$ cat config.mk
export PLATFORM = sky130hd
export DESIGN_NAME = decode_pipe
export DESIGN_NICKNAME = d
export VERILOG_FILES = /design/src/rtl/decode_pipe.sv
export SDC_FILE = /design/constraint.sdc
export NUM_CORES = 1
export LEC_CHECK = 0
export ABC_AREA = 1
export CORE_MARGIN = 1.5
export CORE_UTILIZATION = 52
export CTS_CLUSTER_DIAMETER = 100
export CTS_CLUSTER_SIZE = 24
export DETAILED_ROUTE_END_ITERATION = 8
export HOLD_SLACK_MARGIN = 0.12
export PLACE_DENSITY = 0.81
export SLEW_MARGIN = 20
export SYNTH_ARGS = -nofsm -noshare
export SYNTH_HDL_FRONTEND = slang
export SYNTH_SLANG_ARGS = --single-unit
$ cat constraint.sdc
create_clock -name clk_i -period 15.2 [get_ports clk_i]
set_input_delay 4.56 -clock clk_i [delete_from_list [all_inputs] [get_ports clk_i]]
set_output_delay 4.56 -clock clk_i [all_outputs]
set_load 0.01 [all_outputs]
$ cat src/rtl/decode_pipe.sv
// Integer/load/store decode stage: combinational decode into a registered
// output stage backed by a one-entry skid buffer so fetch ready stays registered.
module decode_pipe #(
    parameter int XLEN = 64
) (
    input  logic            clk_i,
    input  logic            reset_i,
    input  logic            flush_i,
    input  logic            inst_valid_i,
    output logic            inst_ready_o,
    input  logic [31:0]     inst_i,
    input  logic [XLEN-1:0] pc_i,
    input  logic [XLEN-1:0] rs1val_i,
    input  logic [XLEN-1:0] rs2val_i,
    input  logic            stall_i,
    output logic            valid_o,
    output logic [XLEN-1:0] inpa_o,
    output logic [XLEN-1:0] inpb_o,
    output logic            invB_o,
    output logic            cflag_o,
    output logic            lsh_en_o,
    output logic            rsh_en_o,
    output logic            ltu_en_o,
    output logic            lts_en_o,
    output logic            sum_en_o,
    output logic            and_en_o,
    output logic            xor_en_o,
    output logic [4:0]      rd_o,
    output logic [4:0]      rs1_o,
    output logic [4:0]      rs2_o,
    output logic            we_o,
    output logic            nomem_o,
    output logic            mem_o,
    output logic [XLEN-1:0] dat_o,
    output logic [2:0]      xrs_rwe_o,
    output logic            illegal_o
);
    localparam logic [2:0] XRS_RWE_S8  = 3'b001;
    localparam logic [2:0] XRS_RWE_S16 = 3'b010;
    localparam logic [2:0] XRS_RWE_S32 = 3'b011;
    localparam logic [2:0] XRS_RWE_S64 = 3'b100;
    localparam logic [2:0] XRS_RWE_U8  = 3'b101;
    localparam logic [2:0] XRS_RWE_U16 = 3'b110;
    localparam logic [2:0] XRS_RWE_U32 = 3'b111;
    localparam logic [2:0] XRS_RWE_NAT = (XLEN == 64) ? XRS_RWE_S64 : XRS_RWE_S32;

    localparam logic [6:0] OPC_LOAD      = 7'b0000011;
    localparam logic [6:0] OPC_OP_IMM    = 7'b0010011;
    localparam logic [6:0] OPC_AUIPC     = 7'b0010111;
    localparam logic [6:0] OPC_OP_IMM_32 = 7'b0011011;
    localparam logic [6:0] OPC_STORE     = 7'b0100011;
    localparam logic [6:0] OPC_OP        = 7'b0110011;
    localparam logic [6:0] OPC_LUI       = 7'b0110111;
    localparam logic [6:0] OPC_OP_32     = 7'b0111011;

    typedef struct packed {
        logic [XLEN-1:0] inpa;
        logic [XLEN-1:0] inpb;
        logic [XLEN-1:0] dat;
        logic            invb;
        logic            cflag;
        logic            lsh_en;
        logic            rsh_en;
        logic            ltu_en;
        logic            lts_en;
        logic            sum_en;
        logic            and_en;
        logic            xor_en;
        logic [4:0]      rd;
        logic [4:0]      rs1;
        logic [4:0]      rs2;
        logic            we;
        logic            nomem;
        logic            mem;
        logic [2:0]      xrs_rwe;
        logic            illegal;
    } dec_t;

    function automatic dec_t nop_img();
        dec_t n;
        n         = '0;
        n.sum_en  = 1'b1;
        n.nomem   = 1'b1;
        n.xrs_rwe = XRS_RWE_NAT;
        return n;
    endfunction

    logic [2:0]      f3;
    logic [XLEN-1:0] imm_i, imm_s, imm_u, opb, shamt;
    logic            reg_op, is_w, sh5_bad, alt, legal;
    dec_t            dec;

    assign f3 = inst_i[14:12];

    always_comb begin
        imm_i   = {{(XLEN-12){inst_i[31]}}, inst_i[31:20]};
        imm_s   = {{(XLEN-12){inst_i[31]}}, inst_i[31:25], inst_i[11:7]};
        imm_u   = {{(XLEN-31){inst_i[31]}}, inst_i[30:12], 12'b0};
        reg_op  = (inst_i[6:0] == OPC_OP) || (inst_i[6:0] == OPC_OP_32);
        is_w    = (inst_i[6:0] == OPC_OP_IMM_32) || (inst_i[6:0] == OPC_OP_32);
        opb     = reg_op ? rs2val_i : imm_i;
        // Shift operand is trimmed to the shamt width the datapath honours.
        shamt   = (XLEN == 64 && !is_w) ? {{(XLEN-6){1'b0}}, opb[5:0]}
                                        : {{(XLEN-5){1'b0}}, opb[4:0]};
        sh5_bad = inst_i[25] && (XLEN == 32 || is_w);
        alt     = inst_i[30] && (reg_op || f3 == 3'b101);
        legal   = 1'b0;
        dec     = nop_img();

        case (inst_i[6:0])
            OPC_OP_IMM, OPC_OP_IMM_32, OPC_OP, OPC_OP_32: begin
                if (reg_op)
                    legal = (inst_i[31:25] == 7'h00) ||
                            (inst_i[31:25] == 7'h20 && (f3 == 3'b000 || f3 == 3'b101));
                else if (f3 == 3'b001)
                    legal = (inst_i[31:26] == 6'h00) && !sh5_bad;
                else if (f3 == 3'b101)
                    legal = (inst_i[31:26] == 6'h00 || inst_i[31:26] == 6'h10) && !sh5_bad;
                else
                    legal = 1'b1;
                if (is_w && !(XLEN == 64 && (f3 == 3'b000 || f3 == 3'b001 || f3 == 3'b101)))
                    legal = 1'b0;
                dec.inpa    = rs1val_i;
                dec.inpb    = opb;
                dec.sum_en  = 1'b0;
                dec.rd      = inst_i[11:7];
                dec.rs1     = inst_i[19:15];
                dec.rs2     = reg_op ? inst_i[24:20] : 5'd0;
                dec.xrs_rwe = is_w ? XRS_RWE_S32 : XRS_RWE_NAT;
                case (f3)
                    3'b000: begin dec.sum_en = 1'b1; dec.invb = alt; dec.cflag = alt; end
                    3'b001: begin dec.lsh_en = 1'b1; dec.inpb = shamt; end
                    3'b010: begin dec.lts_en = 1'b1; dec.invb = 1'b1; dec.cflag = 1'b1; end
                    3'b011: begin dec.ltu_en = 1'b1; dec.invb = 1'b1; dec.cflag = 1'b1; end
                    3'b100: dec.xor_en = 1'b1;
                    3'b101: begin dec.rsh_en = 1'b1; dec.cflag = alt; dec.inpb = shamt; end
                    3'b110: begin dec.and_en = 1'b1; dec.xor_en = 1'b1; end
                    default: dec.and_en = 1'b1;
                endcase
            end
            OPC_LUI, OPC_AUIPC: begin
                legal    = 1'b1;
                dec.inpa = (inst_i[6:0] == OPC_AUIPC) ? pc_i : '0;
                dec.inpb = imm_u;
                dec.rd   = inst_i[11:7];
            end
            OPC_LOAD: begin
                legal     = (f3 != 3'b111) && !(XLEN == 32 && (f3 == 3'b011 || f3 == 3'b110));
                dec.inpa  = rs1val_i;
                dec.inpb  = imm_i;
                dec.mem   = 1'b1;
                dec.nomem = 1'b0;
                dec.rd    = inst_i[11:7];
                dec.rs1   = inst_i[19:15];
                case (f3)
                    3'b000:  dec.xrs_rwe = XRS_RWE_S8;
                    3'b001:  dec.xrs_rwe = XRS_RWE_S16;
                    3'b010:  dec.xrs_rwe = XRS_RWE_S32;
                    3'b011:  dec.xrs_rwe = XRS_RWE_S64;
                    3'b100:  dec.xrs_rwe = XRS_RWE_U8;
                    3'b101:  dec.xrs_rwe = XRS_RWE_U16;
                    default: dec.xrs_rwe = XRS_RWE_U32;
                endcase
            end
            OPC_STORE: begin
                legal       = !f3[2] && !(XLEN == 32 && f3 == 3'b011);
                dec.inpa    = rs1val_i;
                dec.inpb    = imm_s;
                dec.dat     = rs2val_i;
                dec.we      = 1'b1;
                dec.mem     = 1'b1;
                dec.nomem   = 1'b0;
                dec.rs1     = inst_i[19:15];
                dec.rs2     = inst_i[24:20];
                dec.xrs_rwe = {1'b0, f3[1:0]} + 3'd1;
            end
            default: legal = 1'b0;
        endcase

        if (!legal) begin
            dec         = nop_img();
            dec.illegal = 1'b1;
        end
    end

    dec_t out_d, out_q, skid_d, skid_q;
    logic valid_d, valid_q, skid_full_d, skid_full_q, accept;

    always_comb begin
        accept      = inst_valid_i && !skid_full_q;
        out_d       = out_q;
        valid_d     = valid_q;
        skid_d      = skid_q;
        skid_full_d = skid_full_q;
        if (flush_i) begin
            out_d       = nop_img();
            valid_d     = 1'b0;
            skid_full_d = 1'b0;
        end else if (!valid_q || !stall_i) begin
            if (skid_full_q) begin
                out_d       = skid_q;
                valid_d     = 1'b1;
                skid_full_d = 1'b0;
            end else if (accept) begin
                out_d   = dec;
                valid_d = 1'b1;
            end else begin
                out_d   = nop_img();
                valid_d = 1'b0;
            end
        end else if (accept) begin
            skid_d      = dec;
            skid_full_d = 1'b1;
        end
    end

    always_ff @(posedge clk_i or negedge reset_i) begin
        if (!reset_i) begin
            out_q       <= nop_img();
            valid_q     <= 1'b0;
            skid_full_q <= 1'b0;
        end else begin
            out_q       <= out_d;
            valid_q     <= valid_d;
            skid_full_q <= skid_full_d;
        end
    end

    // Skid contents are only observed while skid_full_q is set.
    always_ff @(posedge clk_i) begin
        skid_q <= skid_d;
    end

    assign inst_ready_o = !skid_full_q;
    assign valid_o      = valid_q;
    assign inpa_o       = out_q.inpa;
    assign inpb_o       = out_q.inpb;
    assign dat_o        = out_q.dat;
    assign invB_o       = out_q.invb;
    assign cflag_o      = out_q.cflag;
    assign lsh_en_o     = out_q.lsh_en;
    assign rsh_en_o     = out_q.rsh_en;
    assign ltu_en_o     = out_q.ltu_en;
    assign lts_en_o     = out_q.lts_en;
    assign sum_en_o     = out_q.sum_en;
    assign and_en_o     = out_q.and_en;
    assign xor_en_o     = out_q.xor_en;
    assign rd_o         = out_q.rd;
    assign rs1_o        = out_q.rs1;
    assign rs2_o        = out_q.rs2;
    assign we_o         = out_q.we;
    assign nomem_o      = out_q.nomem;
    assign mem_o        = out_q.mem;
    assign xrs_rwe_o    = out_q.xrs_rwe;
    assign illegal_o    = out_q.illegal;

endmodule

After elaboration in Yosys (flattened, before gate mapping)
Cells that the tools add are included.
W data, S select, Z words.
- bits in registers: 448
- output and inout bits: 225
- add/subtract/negate cells: 1
- equality and inequality tests: 17
- mux-type cells: 42
- bitwise logic cells: 2
- reductions and logical operators: 38
- operators by type and width (operator ; number):
    $mux W223 ; 5
    $pmux W128 S4 ; 1
    $mux W64 ; 4
    $eq A7 B6 Y1 const B ; 5
    $eq A7 B5 Y1 const B ; 3
    $mux W1 ; 19
    $pmux W3 S6 ; 1
    $mux W5 ; 3
    $reduce_or A2 Y1 ; 6
    $reduce_or A6 Y1 ; 2
    $pmux W5 S2 ; 1
    $eq A3 B3 Y1 const B ; 3
    $logic_or A1 B1 Y1 ; 9
    $mux W9 ; 1
    $pmux W3 S3 ; 1
    $eq A7 B2 Y1 const B ; 1
    $logic_and A1 B1 Y1 ; 7
    $logic_not A7 Y1 ; 1
    $reduce_or A7 Y1 ; 1
    $eq A3 B2 Y1 const B ; 2
    $eq A6 B5 Y1 const B ; 1
    $logic_not A1 Y1 ; 6
    $logic_not A6 Y1 ; 1
    $mux W6 ; 1
    other kinds (13) ; 15

Logic depth before layout (Yosys ltp)
Gate-level depths: netlist of the first run.
- word-level depth: 15
- mapped depth: 16

Worst setup path before layout of the first run
No wires, ideal clock.
- path type: input-to-reg
- from: input stall_i
- to: register skid_q[0] (netlist bit), enable pin
- library setup time: 0.810 ns
- arrival time: 14.787 ns
- data required time: 14.390 ns
- path slack: -0.397 ns
- stages: 6
- path buffers: 2
- cells stage by stage: nand2_1 nor2_1 clkbuf_1 clkbuf_1 inv_1 nor2_1
- cells in the longest elaborated chain, start to end: 4
- RTL lines (element ; line ; source):
    from (decl) ; 15 ; input logic stall_i,
    $logic_not A1 Y1 ; 199 ; end else if (!valid_q || !stall_i) begin
    $logic_or A1 B1 Y1 ; 199 ;
    $not A1 Y1 (no line) ; n/a ;
    $reduce_and A3 Y1 (no line) ; n/a ;
    to (signal assigned) ; 231 ; skid_q <= skid_d;
    to (decl) ; 186 ; dec_t out_d, out_q, skid_d, skid_q;
Every way passes these cells.
A chain may end at the register's enable or synchronous reset.

==> metrics.csv, run 1 <==
metric,value,unit
grt_start_max_net_pins,222,
fp.dieW,210,um
grt_pass1_vias,19218,
critPathRequiredTime,15490,ps
antenna_found_initial,4,
drv_cap,0,
worstPathMaxFanout,150,
cts_inserted_buffers,22,
portBuffers,453,
h-tree-depth,1,
final.period_utilization,55.9,%
synth_warnings,0,
hold_depth,2,
fin_nets,3204,
netlist_area,22300,um^2
ctsLongestPathBuffers,3,
fp.dieH,210,um
drive_gt1_share,4.32,%
cts_tree,done,
cellPowerDensity,80.2,nW/um^2
clock_skew,17.9,ps
cts_root_buffer,clkbuf_16,
cts_setup_buffers,0,
post-place-ws,6130,ps
num_io_pins,454,
routed_via_density,5.60,
worstMarginPinSlew,1150,ps
hold_path_end,inpb_o[38],
drt_iter0_drc,2182,
dieArea,44200,um^2
hold_path_class,reg -> reg,
fin_crit,8500,ps
grt.total_usage,30.3,%
yosysSeqAreaShare,55.2,%
clkSinkCount,448,
worstHoldStart,inpb_o[38],
ys_types,37,
dp.cells,3486,
mostFrequentLayoutCell,nand2_1,
p_total,2210,uW
drcViolationCount,0,
fmax,118,MHz
clk_pin_slew,100,ps
crit_path_start_kind,input port,
finalNonFillerCells,3529,
r2r-end,skid_q[187],
synth_nets,2893,
relSlewSlack,23.2,%
wl_per_cell,19.4,um
cts_resized,0,
r2r_slack,11180,ps
setup_slack,6700,ps
final_max_slew_viol_count,0,
ir_drop,77.3,uV
cellLeakagePower,0.0126,uW
initial_core_util,53.0,%
setup_viol,0,
synth_cells,2660,
rr_startpoint,skid_full_q,
finalHoldViolations,0,
overflow,0,
setup.worst_path.class,in -> reg,
r2r_cells,5,
drtPass1Iterations,6,
num_vias,19775,
clock_latency,570,ps
end_kind,flop,
gp_congestion,0.946,
finish.utilization,65.3,%
ctsHoldBuffers,0,
fill_cells,3456,
syn_to_final_growth,23.2,%
rsz0062_at_grt,false,
grt_pass1_wl,106,mm
dpl.hpwl,44.8,mm
coreArea,42100,um^2
fin_setup_tns,0,ps
ys_seq_elements,448,
syn_area_per_cell,8.39,um^2
final_cell_mix,"nand2_1 (1066), clkdlybuf4s50_1 (452), inv_1 (245), edfxtp_1 (223), dfrtp_1 (221)",
drt-total-wl,68.4,mm
crit_arrival,8790,ps
num_rows,75,
ant_nets,0,
status,finished clean,
[synth_stat cells]
cell / n / area share [%]
nand2_1: 1068 / 18
inv_1: 247 / 4.2
edfxtp_1: 223 / 30
dfrtp_1: 222 / 25
nand3_1: 190 / 4.3
o22ai_1: 126 / 3.5
clkbuf_1: 110 / 1.8
nor2_1: 71 / 1.2
a22o_1: 66 / 2.6
o21ai_0: 64 / 1.4
a21oi_1: 54 / 1.2
buf_2: 46 / 1.0
nor2_2: 41 / 1.1
nor3_1: 21 / 0.47
a31oi_1: 19 / 0.53
o211ai_1: 14 / 0.47
buf_1: 10 / 0.17
nand3_2: 10 / 0.45
buf_6: 8 / 0.40
inv_2: 7 / 0.12
buf_8: 6 / 0.40
buf_4: 5 / 0.17
nand2_2: 5 / 0.14
ha_1: 4 / 0.22
dfstp_2: 3 / 0.35
nand4_1: 3 / 0.084
nor3_4: 3 / 0.22
nand2_4: 2 / 0.10
nor2_4: 2 / 0.10
o21ai_1: 2 / 0.045
o21bai_1: 2 / 0.067
and2_1: 1 / 0.028
buf_12: 1 / 0.090
clkbuf_2: 1 / 0.022
clkinv_1: 1 / 0.017
nor3_2: 1 / 0.045
or2_2: 1 / 0.028
[per-stage QoR]
step / hold WS, ps / cell area, um^2
final: 488 / 27500
after global routing: 507 / 27500
after CTS: 494 / 27500
after detailed placement: 464 / 26800
after global placement: 463 / 26800
after floorplan: 466 / 22300
[sequential cells by signal, summed over array words and instances (netlist names), 3 cells and up]
register,flops
skid_q,223
dat_o,64
inpa_o,64
inpb_o,64
rd_o,5
rs1_o,5
rs2_o,5
xrs_rwe_o,3
[kinds of logic (layout without fill, tap and decap cells)]
family          Yosys count  in the layout  synth area share (%)
simple gates           1419           1419                  26.2
flops                   448            448                  55.2
buf+inv                 442            768                  8.42
compound gates          347            347                  9.88
fa+ha+maj                 4              4                 0.224
other cells               0              4                     0
[worst max-delay path, stage by stage]
cell and delay, ps:
clkdlybuf4s50_1 620, nand2_1 160, nor2_2 60, nand2_2 60, buf_4 550, nand3_1 130
nand2_1 120, nor2_2 40, nand2_2 230, nand2_8 640, inv_2 830, buf_4 580
a21oi_1 100
[metal layers]
metal,global-route usage [%],up-vias,share of wire [%]
met1,40.8,9295,40
li1,-,9275,-
met4,13.2,2,5.0
met5,0,-,0.015
met3,5.88,151,9.0
met2,48.2,1052,46
[where the power goes]
group | leakage [uW] | switching [uW] | internal, uW | total [uW]
Combinational | 0.00755 | 134 | 89.1 | 224
Sequential | 0.00475 | 10.3 | 1290 | 1300
Clock | 0.000306 | 398 | 288 | 686
[how the worst max path moves through the flow]
stage,to,cells after the start,start
floorplan,skid_q[0],6,stall_i
global placement,skid_q[156],13,inst_i[5]
detailed placement,skid_q[154],13,inst_i[5]
CTS,skid_q[128],13,inst_i[5]
global route,skid_q[133],13,inst_i[5]
finish,skid_q[138],13,inst_i[5]
[cell type report]
class | instances | area, um^2 | share of cell area, %
Antenna cell | 4 | 10.0 | 0.0364
Clock buffer | 38 | 632 | 2.30
Clock inverter | 1 | 8.76 | 0.0319
Inverter | 255 | 965 | 3.51
Multi-Input combinational cell | 1770 | 8160 | 29.7
Sequential cell | 448 | 12300 | 44.9
Tap cell | 539 | 674 | 2.45
Timing Repair Buffer | 474 | 4710 | 17.1
(Power assumes the default switching activity.)
==> inputs of run 2 (changes only) <==
clock period = 8.8 ns   (was 15.2 ns; I/O delays follow)
==> run 2 against run 1 <==
Sequential power grew 72%. Combinational power grew 74%. Critical endpoint is now skid_q[156]. Wire length shrank 0.89%. Highest routed layer unchanged.
==> metrics.csv, run 2 (synthesis results as in run 1) <==
metric,value,unit,change
num_vias,19989,,was 19775
grt_pass1_wl,105,mm,was 106 mm
clock_skew,14.3,ps,was 17.9 ps
finalNonFillerCells,3530,,was 3529
rr_startpoint,skid_full_q,,unchanged
r2r_cells,8,,was 5
coreArea,42100,um^2,unchanged
drt-total-wl,67.8,mm,was 68.4 mm
clkSinkCount,448,,unchanged
cellPowerDensity,138,nW/um^2,was 80.2 nW/um^2
startpoint,inst_i[13],,was inst_i[5]
setup_viol,0,,unchanged
ant_nets,0,,unchanged
cellLeakagePower,0.0126,uW,about the same
top_register,skid_q,,unchanged
gp_congestion,0.930,,was 0.946
hold_path_class,reg -> reg,,unchanged
num_io_pins,454,,unchanged
final_cell_mix,"nand2_1 (1066), clkdlybuf4s50_1 (452), inv_1 (245), edfxtp_1 (223), dfrtp_1 (221)",,unchanged
end_kind,flop,,unchanged
critPathCapture,skid_q[156],,was skid_q[138]
crit_arrival,6790,ps,was 8790 ps
wl_per_cell,19.2,um,was 19.4 um
finalHoldViolations,0,,unchanged
grt_start_max_net_pins,222,,unchanged
cts_root_buffer,clkbuf_16,,unchanged
cts_inserted_buffers,22,,unchanged
initial_core_util,53.0,%,unchanged
h-tree-depth,1,,unchanged
drt_iter0_drc,2094,,was 2182
ir_drop,108,uV,was 77.3 uV
dieArea,44200,um^2,unchanged
drv_cap,0,,unchanged
relSlewSlack,29.7,%,was 23.2%
ctsHoldBuffers,0,,unchanged
cts_tree,done,,unchanged
worstPathMaxFanout,150,,unchanged
mostFrequentLayoutCell,nand2_1,,unchanged
fmax,154,MHz,
use_met3,6.05,%,was 5.88%
antenna_found_initial,5,,was 4
grt.total_usage,30.2,%,was 30.3%
overflow,0,,unchanged
cts_setup_buffers,0,,unchanged
fin_setup_tns,0,ps,unchanged
ctsLongestPathBuffers,3,,unchanged
fp.dieH,210,um,unchanged
fin_nets,3205,,was 3204
cts_resized,0,,unchanged
dpl.hpwl,44.3,mm,was 44.8 mm
routed_via_density,5.66,,was 5.60
r2r_slack,5380,ps,was 11180 ps
clock_latency,570,ps,about the same
setup.worst_path.class,in -> reg,,unchanged
largest_reg_flops,223,,unchanged
drcViolationCount,0,,unchanged
drive_gt1_share,4.35,%,was 4.32%
final_max_slew_viol_count,0,,unchanged
drtPass1Iterations,5,,was 6
grt_use_met2,47.8,%,was 48.2%
fin_crit,6510,ps,
final.period_utilization,73.9,%,
status,finished clean,,unchanged
clk_pin_slew,100,ps,about the same
grt_pass1_vias,19102,,was 19218
rsz0062_at_grt,false,,unchanged
num_rows,75,,unchanged
critPathRequiredTime,9080,ps,was 15490 ps
busiest_layer,met2,,unchanged
crit_path_start_kind,input port,,unchanged
worstMarginPinSlew,1050,ps,was 1150 ps
portBuffers,453,,unchanged
met1_usage,40.3,%,was 40.8%
dp.cells,3486,,unchanged
fp.dieW,210,um,unchanged
syn_to_final_growth,23.3,%,was 23.2%
r2r-end,inpb_o[48],,was skid_q[187]
## run 2: changes by cell type in the layout (fill, tap and decap cells not counted)
| cell | delta |
|---|---|
| nand2_2 | +2 |
| nand2_4 | -2 |
| buf_12 | +3 |
| buf_4 | -1 |
| buf_6 | -1 |
## run 2: routing by layer
layer  vias up  wire, um
met3       151      6720
met5         -        15
li1       9282         -
met2      1131     31400
met1      9423     26500
met4         2      3170
## run 2: worst min-delay path by stage
| stage | from | end | depth (start not counted) |
|---|---|---|---|
| detailed placement | inpa_o[21] | inpa_o[21] | 2 |
| floorplan | skid_q[5] | nomem_o | 2 |
| global route | inpb_o[7] | inpb_o[7] | 2 |
| finish | inpb_o[5] | inpb_o[5] | 2 |
| global placement | inpb_o[37] | inpb_o[37] | 2 |
| CTS | inpb_o[40] | inpb_o[40] | 2 |
## run 2: worst max-delay path, cell delays in order
cell	delay [ps]
clkdlybuf4s50_1	610
inv_1	130
ha_1	320
nand2_1	200
inv_1	60
nor2_1	130
nand2_1	70
nand3_1	70
nand2_1	70
nand2_2	270
nand2_8	660
inv_2	700
buf_4	630
a21oi_1	100
## run 2: cell type report
type / count / area (um^2)
fillers: 3414 / 14600
multi-input cells: 1770 / 8150
repair buffers: 475 / 4750
clock buffers: 38 / 632
flip-flops and latches: 448 / 12300
diodes: 4 / 10.0
clock inverters: 1 / 8.76
well taps: 539 / 674
inverters: 255 / 965
## run 2: per-stage QoR
stage / util, % / total power [uW] / setup WS [ps] / cell area, um^2 / hold WS [ps]
CTS: 65.3 / 3810 / 2390 / 27500 / 489
finish: 65.3 / 3800 / 2290 / 27500 / 486
global placement: 63.7 / 2660 / 1910 / 26900 / 462
floorplan: - / 2440 / 1410 / 22300 / 466
detailed placement: 63.7 / 2670 / 1790 / 26900 / 464
global route: 65.3 / 3920 / 1980 / 27500 / 511
## run 2: power by group
group          switching (uW)  total [uW]  internal [uW]  leakage, uW
clock                     672        1170            497     0.000306
combinational             234         389            155      0.00754
sequential               16.5        2240           2220      0.00475
total                     922        3800           2870       0.0126
